[config.mk]
export PLATFORM = sky130hd
export DESIGN_NAME = mix_timer
export DESIGN_NICKNAME = d
export VERILOG_FILES = /design/src/rtl/mix_timer.sv
export SDC_FILE = /design/constraint.sdc
export NUM_CORES = 1
export LEC_CHECK = 0
export BUFFER_PORTS_ARGS = -buffer_cell sky130_fd_sc_hd__buf_2
export CORE_MARGIN = 5
export CORE_UTILIZATION = 40
export CTS_CLUSTER_SIZE = 14
export DETAILED_ROUTE_END_ITERATION = 12
export GPL_TIMING_DRIVEN = 0
export SLEW_MARGIN = 25
export SYNTH_ARGS = -nofsm -noshare
export SYNTH_HDL_FRONTEND = slang
export SYNTH_SLANG_ARGS = --single-unit
[constraint.sdc]
create_clock -name Clk -period 2.81 [get_ports Clk]
set_input_delay 0.1405 -clock Clk [delete_from_list [all_inputs] [get_ports Clk]]
set_output_delay 0.1405 -clock Clk [all_outputs]
set_load 0.05 [all_outputs]
[src/rtl/mix_timer.sv]
// Mixer interval timer: counts MIX_TICKS or DRAIN_TICKS prescaled ticks after a Start edge, then raises TOK.
// Optional build macro MIX_TIMER_PAUSE_EN adds a Pause input that freezes a running interval.
module mix_timer #(
  parameter int PRESCALE    = 1000,
  parameter int MIX_TICKS   = 20,
  parameter int DRAIN_TICKS = 8,
  parameter int CNT_W       = 8
) (
  input  logic             Clk,
  input  logic             Reset,
  input  logic             Start,
  input  logic             Sel,
`ifdef MIX_TIMER_PAUSE_EN
  input  logic             Pause,
`endif
  output logic             TOK,
  output logic             Busy,
  output logic [CNT_W-1:0] Count
);

  localparam int PRE_W = (PRESCALE > 1) ? $clog2(PRESCALE) : 1;
  localparam logic [PRE_W-1:0] PRE_MAX    = PRE_W'(PRESCALE - 1);
  localparam logic [CNT_W-1:0] MIX_LOAD   = CNT_W'(MIX_TICKS);
  localparam logic [CNT_W-1:0] DRAIN_LOAD = CNT_W'(DRAIN_TICKS);

  typedef enum logic [1:0] {
    IDLE = 2'd0,
    RUN  = 2'd1,
    DONE = 2'd2
  } state_t;

  state_t           state_r, state_s;
  logic             start_d_r;
  logic [PRE_W-1:0] pre_r, pre_s;
  logic [CNT_W-1:0] count_r, count_s;
  logic             tok_r, tok_s;
  logic             busy_r;
  logic             start_edge_s;
  logic             pause_s;

`ifdef MIX_TIMER_PAUSE_EN
  assign pause_s = Pause;
`else
  assign pause_s = 1'b0;
`endif

  assign start_edge_s = Start & ~start_d_r;

  // Next-state logic: a start edge overrides everything, including pause and DONE.
  always_comb begin
    state_s = state_r;
    pre_s   = pre_r;
    count_s = count_r;
    tok_s   = tok_r;
    if (start_edge_s) begin
      state_s = RUN;
      pre_s   = {PRE_W{1'b0}};
      count_s = Sel ? DRAIN_LOAD : MIX_LOAD;
      tok_s   = 1'b0;
    end else begin
      case (state_r)
        RUN: begin
          if (pause_s) begin
            state_s = RUN;
          end else if (count_r == {CNT_W{1'b0}}) begin
            // zero-length interval completes one cycle after the load
            state_s = DONE;
            tok_s   = 1'b1;
          end else if (pre_r == PRE_MAX) begin
            pre_s = {PRE_W{1'b0}};
            if (count_r == {{(CNT_W-1){1'b0}}, 1'b1}) begin
              count_s = {CNT_W{1'b0}};
              tok_s   = 1'b1;
              state_s = DONE;
            end else begin
              count_s = count_r - {{(CNT_W-1){1'b0}}, 1'b1};
            end
          end else begin
            pre_s = pre_r + {{(PRE_W-1){1'b0}}, 1'b1};
          end
        end
        IDLE: state_s = IDLE;
        DONE: state_s = DONE;
        default: begin
          state_s = IDLE;
          pre_s   = {PRE_W{1'b0}};
          count_s = {CNT_W{1'b0}};
          tok_s   = 1'b0;
        end
      endcase
    end
  end

  // State and output registers with asynchronous reset.
  always_ff @(posedge Clk or posedge Reset) begin
    if (Reset) begin
      state_r   <= IDLE;
      start_d_r <= 1'b0;
      pre_r     <= {PRE_W{1'b0}};
      count_r   <= {CNT_W{1'b0}};
      tok_r     <= 1'b0;
      busy_r    <= 1'b0;
    end else begin
      state_r   <= state_s;
      start_d_r <= Start;
      pre_r     <= pre_s;
      count_r   <= count_s;
      tok_r     <= tok_s;
      busy_r    <= (state_s == RUN);
    end
  end

  assign TOK   = tok_r;
  assign Busy  = busy_r;
  assign Count = count_r;

endmodule

==> impl_results.md <==
* RePlAce Congestion at 0.8824
* Startpoint types: flip-flop
* VDD IR max at 0.0004554 V
* Post-layout nets at 187
* Diodes inserted at 0
* Fin. max-slew vios at 0
* Share of cells above drive strength 1 at 18.75%
* Largest net degree at the start of global routing at 24
* CTS max path bufs at 2
* Post-DP HPWL at 2.672 mm
* Clk Tree Root Cell: clkbuf_8
* Worst slew margin at 40.27%
* I/O pin total at 14
* Minimum clock period at 2.497 ns
* DRT Pass-1 Iters at 4
* Ys Warns at 0
* Status: completed
* FFs w/ async S/R, synth at 100.0%
* DIE WIDTH at 71.40 microns
* Height of the die at 71.40 microns
* Min-delay worst type: in -> reg
* Maxcap violations at 0
* Max Freq at 0.4004 GHz
* Clock insertion delay at the later pin of the skew report at 0.27 ns
* Sinks on Clock Net at 23
* Gr usage total at 15.58%
* Synth cell types at 50
* Number of flops mapped to enable cells by yosys at 0
* Port Buffer Count at 13
* Worst Path Max Fanout at 8
* Worst-margin pin slew at 0.8885 ns
* Top cells by area, synth: dfrtp_1, ha_1, a22o_2
* Antenna violations before repair at 0
* Core area at 3661 sq um
* CP arrival at 2.66 ns
* Setup TNS at 0 ns
* Finish-stage setup viols at 0
* Synth Net Count at 167
* DRC viols at 0
* CTS buffer count at 3
* Die footprint at 5097 sq um
* Initial Util at 41.18%
* Synthesized area per cell at 9.603 sq um
* Worst Clk Skew at 0.001726 ns
* WS Path Type: reg -> reg
* Wire per inst at 16.44 microns
* Yosys reg bits at 23
* Number of global-route vias before repair at 1334
* First-pass GRT wire length at 6.451 mm
* Final Instance Area at 1698 sq um
* DR vias at 1390
* Critical Path RT at 2.97 ns
* Period utilization at 88.88%
* Largest area contributor in the netlist: dfrtp_1
* CTS tree: done
* Area growth from synthesis to layout at 12.61%
* Routed Antenna Nets at 0
* Clk pin slew, worst setup/hold paths at 0.08 ns
* Pwr dens at 1012 nW/um^2
* Unrepaired setup endpoints after global routing: false
* Row Count at 22
* Register area share after synthesis at 38.17%
* Post-Synthesis Cells at 157
* Post-Syn Area at 1508 sq um
* Total gr overflow at 0
* H-Tree Depth at 1
* Placed Area at 1633 sq um
* CP endpoint kind: flip-flop
* Avg Vias per Cell at 6.205
* Fin util at 46.38%
* Lkg Pwr at 0.7062 nW
* DRT iter0 DRCs at 93
* Top_reg_cell synth: dfrtp_1
* Final hold vios at 0
* Final wirelength at 3.682 mm
* Yosys top cell area share at 38.17%
-- worst max-delay path: stages (launching register included) --
cell,delay (ns)
dfrtp_1,0.41
inv_1,0.09
ha_1,0.14
clkbuf_1,0.27
clkinv_1,0.38
nor2_1,0.58
a22oi_4,0.19
mux2_4,0.33
-- path summary, 6_finish.rpt --
path | slack (ns) | depth (start not counted) | endpoint | from
worst min-delay path | 0.24 | 4 | Count[2] | Sel
worst max-delay path | 0.31 | 7 | Count[3] | state_r[1]
max in group asynchronous | 1.93 | 3 | Count[2] | Reset
worst min register to register | 0.55 | 1 | pre_r[9] | pre_r[9]
min in group asynchronous | 0.48 | 3 | pre_r[5] | Reset
worst max register to register | 0.31 | 7 | Count[3] | state_r[1]
-- cell usage in the layout, fill, tap and decap left out, types with 5 or more instances in the layout --
master / netlist / final
clkbuf_1: 5 / 6
inv_1: 11 / 10
nand3_1: 5 / 5
a22o_2: 5 / 5
nor2_1: 11 / 11
ha_1: 6 / 6
nand2_1: 8 / 8
o22ai_1: 5 / 5
nor3_1: 7 / 7
buf_2: 1 / 14
dfrtp_1: 23 / 23
-- per-stage QoR --
stage	std cells	power [mW]	hold slack, ns	setup WS [ns]
after floorplan	157	1.271	0.1424	0.4651
after global placement	218	1.483	0.2729	0.3735
after detailed placement	218	1.500	0.2793	0.3732
after CTS	223	1.719	0.09002	0.3419
after global routing	224	1.848	0.2722	0.1380
final	224	1.718	0.2434	0.3125
-- cells by family after synthesis --
logic type	count (synthesis)	share of synthesized area [%]
adder cells (fa/ha/maj)	6	4.979
AND/OR/NAND/NOR	57	21.49
multiplexers	3	2.406
flip-flops	23	38.17
buffers and inverters	19	4.813
AO/OA/AOI/OAI	49	28.13
-- routing by layer --
| metal | up-vias | GRT usage [%] | wire length (microns) |
|---|---|---|---|
| met2 | 43 | 23.37 | 1766 |
| met1 | 680 | 21.87 | 1665 |
| met5 | - | 0 | 0 |
| met3 | 7 | 2.384 | 183 |
| met4 | 0 | 7.516 | 66 |
| li1 | 660 | - | - |
-- synth_stat cells, types with 2 or more instances --
| master | n |
|---|---|
| nor3_1 | 7 |
| dfrtp_1 | 23 |
| a22o_2 | 5 |
| nand2b_1 | 2 |
| nor2b_1 | 3 |
| and3_1 | 3 |
| a31oi_1 | 3 |
| o32ai_1 | 4 |
| nor2_1 | 11 |
| o21ai_0 | 4 |
| ha_1 | 6 |
| a21oi_1 | 4 |
| o2111ai_1 | 2 |
| a222oi_1 | 3 |
| nor3b_1 | 2 |
| nand2_1 | 8 |
| nand3_1 | 5 |
| inv_1 | 11 |
| clkbuf_1 | 5 |
| nor4_1 | 4 |
| o22ai_1 | 5 |
| o31a_2 | 2 |
| or4_1 | 2 |
| or3_1 | 3 |
| nand4_1 | 3 |
| o2bb2ai_1 | 3 |
-- timing repair --
action,4_1_cts,5_1_grt
setup buffers,0,0
hold endpoints to repair,1,1
resized for setup,0,0
hold buffers,1,1
-- flip-flops by register name, indices dropped and copies added, names as in the netlist --
register / flops
start_d_r: 1
TOK: 1
state_r: 2
Count: 8
Busy: 1
pre_r: 10
-- power breakdown --
part | internal (mW) | leakage [nW] | total, mW | switching, mW
Sequential | 0.401 | 0.313 | 0.485 | 0.0843
Combinational | 0.318 | 0.370 | 1.02 | 0.701
Clock | 0.102 | 0.0228 | 0.215 | 0.113
-- cell type report --
class	instances	area, sq um
Fill cell	354	1963
Multi-Input combinational cell	115	859.6
Sequential cell	23	575.6
Timing Repair Buffer	15	85.08
Tap cell	48	60.06
Clock buffer	4	45.04
Inverter	12	45.04
Buffer	7	27.53
Note: power is estimated with default switching activity, not from simulation.
